File: src/rtl/mul_div_pkg.sv
// Shared definitions for the iterative multiply/divide unit.
// DIV_ITER and DIV_FIX exist only when MUL_DIV_UNIT_DIV_EN is defined.
package mul_div_pkg;

    localparam int DEFAULT_WIDTH = 32;

    localparam logic OP_MUL = 1'b0;
    localparam logic OP_DIV = 1'b1;

    typedef enum logic [2:0] {
        IDLE     = 3'd0,
        MUL_ITER = 3'd1,
`ifdef MUL_DIV_UNIT_DIV_EN
        DIV_ITER = 3'd2,
        DIV_FIX  = 3'd3,
`endif
        DONE     = 3'd4
    } state_t;

endpackage

File: src/rtl/mul_div_booth_sel.sv
// Radix-4 Booth digit selection: maps a 3-bit multiplier window to a
// sign-extended partial product of 0, +/-a or +/-2a.
module mul_div_booth_sel
    import mul_div_pkg::*;
#(
    parameter int WIDTH = DEFAULT_WIDTH
) (
    input  logic [2:0]       window,
    input  logic [WIDTH-1:0] mcand,
    output logic [WIDTH+1:0] pp
);

    logic [WIDTH+1:0] one_x;
    logic [WIDTH+1:0] two_x;

    assign one_x = {{2{mcand[WIDTH-1]}}, mcand};
    assign two_x = {mcand[WIDTH-1], mcand, 1'b0};

    always_comb begin
        pp = '0;
        case (window)
            3'b001, 3'b010: pp = one_x;
            3'b011:         pp = two_x;
            3'b100:         pp = -two_x;
            3'b101, 3'b110: pp = -one_x;
            default:        pp = '0;
        endcase
    end

endmodule

File: src/rtl/mul_div_unit.sv
// Iterative signed multiplier (radix-4 Booth) with optional non-restoring
// divider, compiled in by defining MUL_DIV_UNIT_DIV_EN.
module mul_div_unit
    import mul_div_pkg::*;
#(
    parameter int WIDTH = DEFAULT_WIDTH
) (
    input  logic             clk,
    input  logic             reset,
    input  logic             start,
    input  logic             op,
    input  logic [WIDTH-1:0] a,
    input  logic [WIDTH-1:0] b,
    output logic             busy,
    output logic             done,
    output logic [WIDTH-1:0] hi,
    output logic [WIDTH-1:0] lo,
    output logic             div_by_zero,
    output state_t           dbg_state
);

    // Handshake: start is taken on a rising edge only while busy is low;
    // done pulses for one cycle with hi/lo/div_by_zero valid, and they hold.
    localparam int CW = $clog2(WIDTH) + 1;

    state_t           state, state_nxt;
    logic [CW-1:0]    cnt;
    logic [WIDTH-1:0] a_q;
    logic [WIDTH+1:0] mul_u, mul_sum, mul_u_nxt, pp;
    logic [WIDTH-1:0] mul_l, mul_l_nxt;
    logic             mul_e;
    logic [WIDTH-1:0] hi_q, lo_q;
    logic             dbz_q;

    mul_div_booth_sel #(.WIDTH(WIDTH)) u_booth (
        .window ({mul_l[1:0], mul_e}),
        .mcand  (a_q),
        .pp     (pp)
    );

    // Accumulate the digit into the upper half, then shift the pair right by 2.
    assign mul_sum   = mul_u + pp;
    assign mul_u_nxt = {{2{mul_sum[WIDTH+1]}}, mul_sum[WIDTH+1:2]};
    assign mul_l_nxt = {mul_sum[1:0], mul_l[WIDTH-1:2]};

`ifdef MUL_DIV_UNIT_DIV_EN
    logic             a_neg, b_neg;
    logic [WIDTH-1:0] div_q, div_d, a_mag, b_mag, rem_mag, q_out, r_out;
    logic [WIDTH+1:0] div_r, div_shift, div_r_nxt;

    assign a_mag     = a[WIDTH-1] ? -a : a;
    assign b_mag     = b[WIDTH-1] ? -b : b;
    assign div_shift = {div_r[WIDTH:0], div_q[WIDTH-1]};
    assign div_r_nxt = div_r[WIDTH+1] ? div_shift + {2'b00, div_d}
                                      : div_shift - {2'b00, div_d};
    // A negative final remainder is pulled back by one divisor.
    assign rem_mag   = div_r[WIDTH+1] ? div_r[WIDTH-1:0] + div_d : div_r[WIDTH-1:0];
    assign q_out     = (a_neg ^ b_neg) ? -div_q : div_q;
    assign r_out     = a_neg ? -rem_mag : rem_mag;
`endif

    always_ff @(posedge clk or negedge reset) begin
        if (!reset) state <= IDLE;
        else        state <= state_nxt;
    end

    always_comb begin
        state_nxt = state;
        busy      = (state != IDLE);
        done      = (state == DONE);
        case (state)
            IDLE: begin
                if (start) begin
                    if (op == OP_MUL) state_nxt = MUL_ITER;
`ifdef MUL_DIV_UNIT_DIV_EN
                    else if (b == '0) state_nxt = DONE;
                    else              state_nxt = DIV_ITER;
`else
                    else              state_nxt = DONE;
`endif
                end
            end
            MUL_ITER: if (cnt == '0) state_nxt = DONE;
`ifdef MUL_DIV_UNIT_DIV_EN
            DIV_ITER: if (cnt == '0) state_nxt = DIV_FIX;
            DIV_FIX:  state_nxt = DONE;
`endif
            DONE:     state_nxt = IDLE;
            default:  state_nxt = IDLE;
        endcase
    end

    always_ff @(posedge clk or negedge reset) begin
        if (!reset) begin
            cnt   <= '0;
            a_q   <= '0;
            mul_u <= '0;
            mul_l <= '0;
            mul_e <= 1'b0;
            hi_q  <= '0;
            lo_q  <= '0;
            dbz_q <= 1'b0;
`ifdef MUL_DIV_UNIT_DIV_EN
            a_neg <= 1'b0;
            b_neg <= 1'b0;
            div_q <= '0;
            div_d <= '0;
            div_r <= '0;
`endif
        end else begin
            case (state)
                IDLE: begin
                    if (start) begin
                        a_q   <= a;
                        mul_u <= '0;
                        mul_l <= b;
                        mul_e <= 1'b0;
                        dbz_q <= 1'b0;
                        cnt   <= CW'(WIDTH / 2 - 1);
                        if (op == OP_DIV) begin
`ifdef MUL_DIV_UNIT_DIV_EN
                            a_neg <= a[WIDTH-1];
                            b_neg <= b[WIDTH-1];
                            div_q <= a_mag;
                            div_d <= b_mag;
                            div_r <= '0;
                            cnt   <= CW'(WIDTH - 1);
                            if (b == '0) begin
                                hi_q  <= a;
                                lo_q  <= '1;
                                dbz_q <= 1'b1;
                            end
`else
                            hi_q <= '0;
                            lo_q <= '0;
`endif
                        end
                    end
                end
                MUL_ITER: begin
                    mul_u <= mul_u_nxt;
                    mul_l <= mul_l_nxt;
                    mul_e <= mul_l[1];
                    cnt   <= cnt - CW'(1);
                    if (cnt == '0) begin
                        hi_q <= mul_u_nxt[WIDTH-1:0];
                        lo_q <= mul_l_nxt;
                    end
                end
`ifdef MUL_DIV_UNIT_DIV_EN
                DIV_ITER: begin
                    div_r <= div_r_nxt;
                    div_q <= {div_q[WIDTH-2:0], ~div_r_nxt[WIDTH+1]};
                    cnt   <= cnt - CW'(1);
                end
                DIV_FIX: begin
                    hi_q <= r_out;
                    lo_q <= q_out;
                end
`endif
                default: ;
            endcase
        end
    end

    assign hi          = hi_q;
    assign lo          = lo_q;
    assign div_by_zero = dbz_q;
    assign dbg_state   = state;

endmodule
File: config.mk
export PLATFORM = sky130hd
export DESIGN_NAME = mul_div_unit
export DESIGN_NICKNAME = d
export VERILOG_FILES = /design/src/rtl/mul_div_pkg.sv /design/src/rtl/mul_div_booth_sel.sv /design/src/rtl/mul_div_unit.sv
export SDC_FILE = /design/constraint.sdc
export NUM_CORES = 1
export LEC_CHECK = 0
export ABC_AREA = 0
export CORE_AREA = 2 2 147 149
export CTS_CLUSTER_SIZE = 10
export DETAILED_ROUTE_END_ITERATION = 6
export DIE_AREA = 0 0 149 151
export GPL_ROUTABILITY_DRIVEN = 1
export PLACE_DENSITY = 0.84
export SLEW_MARGIN = 25
export SYNTH_ARGS = -nofsm -noshare
export SYNTH_HDL_FRONTEND = slang
export SYNTH_SLANG_ARGS = --single-unit
File: constraint.sdc
create_clock -name clk -period 6.5 [get_ports clk]
set_input_delay 0.65 -clock clk [delete_from_list [all_inputs] [get_ports clk]]
set_output_delay 0.65 -clock clk [all_outputs]
set_load 0.02 [all_outputs]
Word-level counts from Yosys, hierarchy flattened

Cells that the tools add are included.

Register bits: 172
Latch bits: 0
Word-level logic and storage cells: 52
Memories: 0
Memory bits (writable): 0
Bits in read-only memories: 0
Output and inout port bits: 70
Input port bits: 68

Mux-type cells: 19
Reduce and logical (&&, ||, !) cells: 10
Multipliers: 0
Div/mod/pow operators: 0
Shifts and indexed selects: 0
Bitwise operators: 0
$lt $le $gt $ge: 0
$add $sub $neg: 4
Equal/unequal tests: 11

Operator list:

| operator            | count |
|---|---|
| $pmux 32 s2         | 3 |
| $mux 32             | 5 |
| $pmux 34 s4         | 1 |
| $neg 34->34         | 2 |
| $pmux 34 s2         | 1 |
| $add 34x34->34      | 1 |
| $mux 34             | 1 |
| $eq 3x3->1 const B  | 4 |
| $pmux 6 s2          | 1 |
| $mux 3              | 3 |
| $eq 3x1->1 const B  | 2 |
| $eq 3x2->1 const B  | 2 |
| $logic_not 6->1     | 1 |
| $mux 6              | 1 |
| $ne 2x2->1 const B  | 3 |
| $pmux 3 s2          | 1 |
| $reduce_and 2->1    | 3 |
| $sub 6x1->6 const B | 1 |
| $reduce_and 4->1    | 1 |
| $reduce_or 2->1     | 2 |
| $logic_not 3->1     | 1 |
| $reduce_bool 3->1   | 1 |
| $pmux 1 s2          | 1 |
| $reduce_bool 2->1   | 1 |
| $mux 1              | 1 |

Longest topological paths before layout

Word-level depth: 6
Depth in mapped cells: 21
Mapped depth without buffers: 21

Cells and area by module

From an unflattened synthesis, not the netlist that was laid out.

Cell total of the unflattened synthesis: 1283
Area, all modules: 10799.1 µm²

By module, submodules not included:

| module            | times used | area an instance (µm²) | cells an instance | seq. area each (µm²) |
|---|---|---|---|---|
| mul_div_unit      | 1          | 8600.7                 | 944               | 4229.1 |
| mul_div_booth_sel | 1          | 2198.4                 | 339               | 0.0 |

Worst setup path after synthesis

Ideal clock, no wire load.

Path type: reg2reg
Start point: reg a_q[0]
End point: reg mul_u[32]
Clock period less this slack: 4805 ps
Slack: 1695 ps
Setup time: 76 ps
Buffers on the path: 0
Arrival time: 4729 ps
Stages on the path, launching flop included: 21
Data required time: 6424 ps
Path through: dfrtp_1 > inv_1 > ha_1 > nor4b_1 > nand3_1 > or3_1 > nor3_1 > nand2_1 > xnor2_1 > o22a_1 > o21ai_0 > ha_1 > a211oi_1 > o21ai_0 > a221o_1 > or3b_2 > a31oi_1 > o31a_1 > nand4_1 > or3_1 > o21ai_1

Word-level cells in the longest chain between the ends: 4
Elaborated cells between the ends (all ways): 5
Those cells by class: add/sub (3); mux (2)

Ends and longest elaborated chain:

| what                                  | RTL line                                         | source |
|---|---|---|
| from (decl)                           | mul_div_unit.sv:28                               | `logic [WIDTH-1:0] a_q;` |
| from (signal assigned)                | mul_div_unit.sv:96                               | `a_q <= '0;` |
| from (signal assigned)                | mul_div_unit.sv:114                              | `a_q <= a;` |
| $neg 34->34, on equally long branches | mul_div_booth_sel.sv:25, mul_div_booth_sel.sv:24 |  |
| $pmux 34 s4 (*)                       | mul_div_booth_sel.sv:21                          | `case (window)` |
| $add 34x34->34 (*)                    | mul_div_unit.sv:42                               | `assign mul_sum = mul_u + pp;` |
| $pmux 34 s2 (*)                       | mul_div_unit.sv:111                              | `case (state)` |
| to (signal assigned)                  | mul_div_unit.sv:141                              | `mul_u <= mul_u_nxt;` |
| to (decl)                             | mul_div_unit.sv:29                               | `logic [WIDTH+1:0] mul_u, mul_sum, mul_u_nxt, pp;` |

Mark *: on every way between the ends. The rest lies on a longest branch, timed or not.
A chain may end at the register's enable or synchronous reset.

Worst setup path after layout

Ends and elaborated chain as after synthesis.

==> qor.csv <==
metric,value,unit
status,"complete, no violations",
post-CTS sizing,0,
sequential fraction of design power,48.2,%
routability cong.,0.934,
setup bufs post-CTS,0,
number of DRC markers in iteration 0,1006,
Layout Skew,14.3,ps
final std cells w/o fill,1643,
sequential area share after synthesis,41.1,%
r2r endpoint,mul_u[32],
via count,9460,
Worst Setup End Kind,register,
chip width,149,um
Post-DP HPWL,19.1,mm
Die Y,151,um
maximum buffer depth of the clock tree,2,
Final Cycle Share,87.1,%
Core ar.,0.0208,mm^2
count of clock tree sinks,169,
synth warn,0,
DR DRC count,0,
Antenna Cells,0,
fraction of layout cells with a size suffix above 1,4.97,%
IO Pins,138,
total CTS buffers,17,
clock share of power,48.9,%
ys async rst share,100,%
dpl cells,1611,
Die Area,0.0225,mm^2
combinational group share of total power,2.9,%
fillers,1818,
total net switching power,560,uW
Most used DFF post-synth,dfrtp_1,
initial antenna violation count,0,
Final #Nets,1460,
share of Yosys cell area claimed by the top area cell type,41.1,%
RSZ-0062 raised after global routing,false,
Startpoint Class,register,
Clock Pin Slew Worst Setup and Hold Paths,80,ps
post-route setup slack,838,ps
P_int,1620,uW
H-tree Lvls,4,
TNS Setup,0,ps
min-delay worst type,primary input to asynchronous set/reset pin,
max-slew violations,0,
routed length per instance,16.9,um
crit-path max FO,5,
Synth area leader,dfrtp_1,
Reg2Reg Launch Point,a_q[0],
reg2reg setup slack,840,ps
hold_ws,255,ps
"Hold Violations, Final",0,
synthesized area,0.0103,mm^2
Max Freq,177,MHz
MaxCap Viol Count,0,
Multi-input gate area,0.00565,mm^2
Max-slew headroom,37.8,%
"EDFF count, synth",0,
sequential cell area,0.00423,mm^2
largest cells by area after synthesis,"dfrtp_1 41%, nand2_1 13%, o21ai_0 6.2%",
pin count of the biggest net entering global routing,89,
Reg2Reg Depth,20,
dpl ws,1050,ps
Routed Antenna Nets,0,
vias per cell,5.76,
grt total ovfl,0,
CTS tree,done,
Setup CP Type,register to register,
synth unique cells,70,
P_leak,0.00567,uW
DR pass1 iterations,7,
cell row count,53,
Starting Density,49.4,%
CTS root buf,clkbuf_16,
pwr dens,176,mW/mm^2
Slew @ Worst Pin,933,ps
Total GRT Usage,25.2,%
synthesis-stage register bit count,169,
vias in the first global route,8956,
post-synthesis cell count,1277,
first-pass GRT wire length,45.3,mm
Mapped Avg Cell Area,8.06,um^2
hold buffer count at cts,0,
final wirelength,27.8,mm
Clock Latency Late Sink,450,ps
Area Overhead vs Synth,20.4,%
number of port buffers,135,
min cycle time layout,5660,ps
Required @ worst endpoint,6880,ps
VDD IR-drop max,183,uV
sw frac,25.7,%
critical path arrival,6040,ps
final setup fails,0,
==> how the worst max path moves through the flow <==
stage	cells past startpoint	slack [ps]	from	to
2_1_floorplan	20	1690	a_q[0]	mul_u[32]
4_1_cts	20	970	a_q[0]	mul_u[32]
5_1_grt	20	390	a_q[0]	mul_u[32]
3_3_place_gp	20	1170	a_q[0]	mul_u[32]
6_report	20	840	a_q[0]	mul_u[32]
3_5_place_dp	20	1050	a_q[0]	mul_u[32]
==> power groups by stage <==
| stage | registers [uW] | logic [uW] | clock network [uW] |
|---|---|---|---|
| after floorplan | 1070 | 2.42 | 0 |
| after global placement | 1070 | 63.8 | 0 |
| final | 1050 | 62.4 | 1060 |
| after CTS | 1050 | 64.0 | 1080 |
| after global routing | 1050 | 69.2 | 1120 |
| after detailed placement | 1070 | 63.6 | 0 |
==> stage by stage <==
step	cell area, um^2	total power, uW	util, %
2_1_floorplan	10300	1070	-
3_3_place_gp	11800	1140	56.4
3_5_place_dp	11800	1130	56.4
4_1_cts	12400	2190	59.5
5_1_grt	12400	2240	59.5
6_report	12400	2180	59.5
==> synth_stat cells, types with 6 or more instances <==
master	instances
ha_1	36
clkbuf_1	77
a22oi_1	7
nor2_1	48
o21a_1	9
xnor2_1	41
nand2b_1	10
a31oi_1	16
o31ai_1	8
nor3_1	22
o21ai_0	127
buf_1	6
a221oi_1	8
mux2i_1	15
nand3_1	56
nand2_1	359
or3_1	13
xor2_1	23
inv_1	24
dfrtp_1	169
nor2b_1	8
a21oi_1	58
a21o_1	13
o22ai_1	10
a32oi_1	6
a22o_1	14
==> placed cells by master, fill, tap and decap left out, types with 5 or more instances in the layout <==
cell type,instances
a21o_1,13
a21oi_1,57
a221oi_1,8
a22o_1,14
a22oi_1,7
a31oi_1,16
a32oi_1,6
and3_1,5
buf_4,11
clkbuf_16,17
clkdlybuf4s50_1,134
clkinv_8,7
dfrtp_1,169
ha_1,36
inv_1,24
mux2i_1,15
nand2_1,359
nand2b_1,10
nand3_1,56
nor2_1,47
nor2b_1,7
nor3_1,22
o21a_1,9
o21ai_0,127
o22ai_1,10
o31ai_1,8
or3_1,13
xnor2_1,41
xor2_1,23
==> critical path: stages, from the launching register on <==
cell and delay [ps]:
dfrtp_1 410, inv_1 100, ha_1 230, nor4b_1 530, nand3_1 260, or3_1 400, nor3_1 420, nand2_1 130
xnor2_1 210, o22a_1 160, o21ai_0 80, ha_1 360, a211oi_1 310, o21ai_0 170, a221o_1 330, or3b_2 450
a31oi_1 290, o31a_1 190, nand4_1 150, or3_1 330, o21ai_1 70
==> area by class of cell <==
| cell class | count | area share, % |
|---|---|---|
| multi-input combinational | 996 | 45.6 |
| sequential | 169 | 34.1 |
| timing repair buffer | 147 | 11.7 |
| clock buffer | 17 | 3.43 |
| tap | 275 | 2.78 |
| clock inverter | 15 | 1.68 |
| inverter | 24 | 0.727 |
==> cell families after synthesis <==
kind of cell	count (synthesis)	synth area share (%)
simple gates	562	24.0
other cells	1	0.0365
flops	169	41.1
xor+xnor	64	5.45
fa+ha+maj	37	4.57
buf+inv	113	4.31
mux	18	1.79
compound gates	313	18.7
==> sequential cells by signal, summed over array words and instances (netlist names) <==
name       count
mul_u         32
dbg_state      2
mul_l         32
hi            32
cnt            6
lo            32
a_q           32
mul_e          1
==> per-layer routing <==
layer  up-vias  GRT usage [%]  part of all wire, %
met5         -              0                    0
met4         0           9.24                  2.8
met3        44           4.79                  6.9
met2       360           40.0                   46
met1      4493           34.7                   44
li1       4563              -                    -
Power figures use the tool's default switching activity.
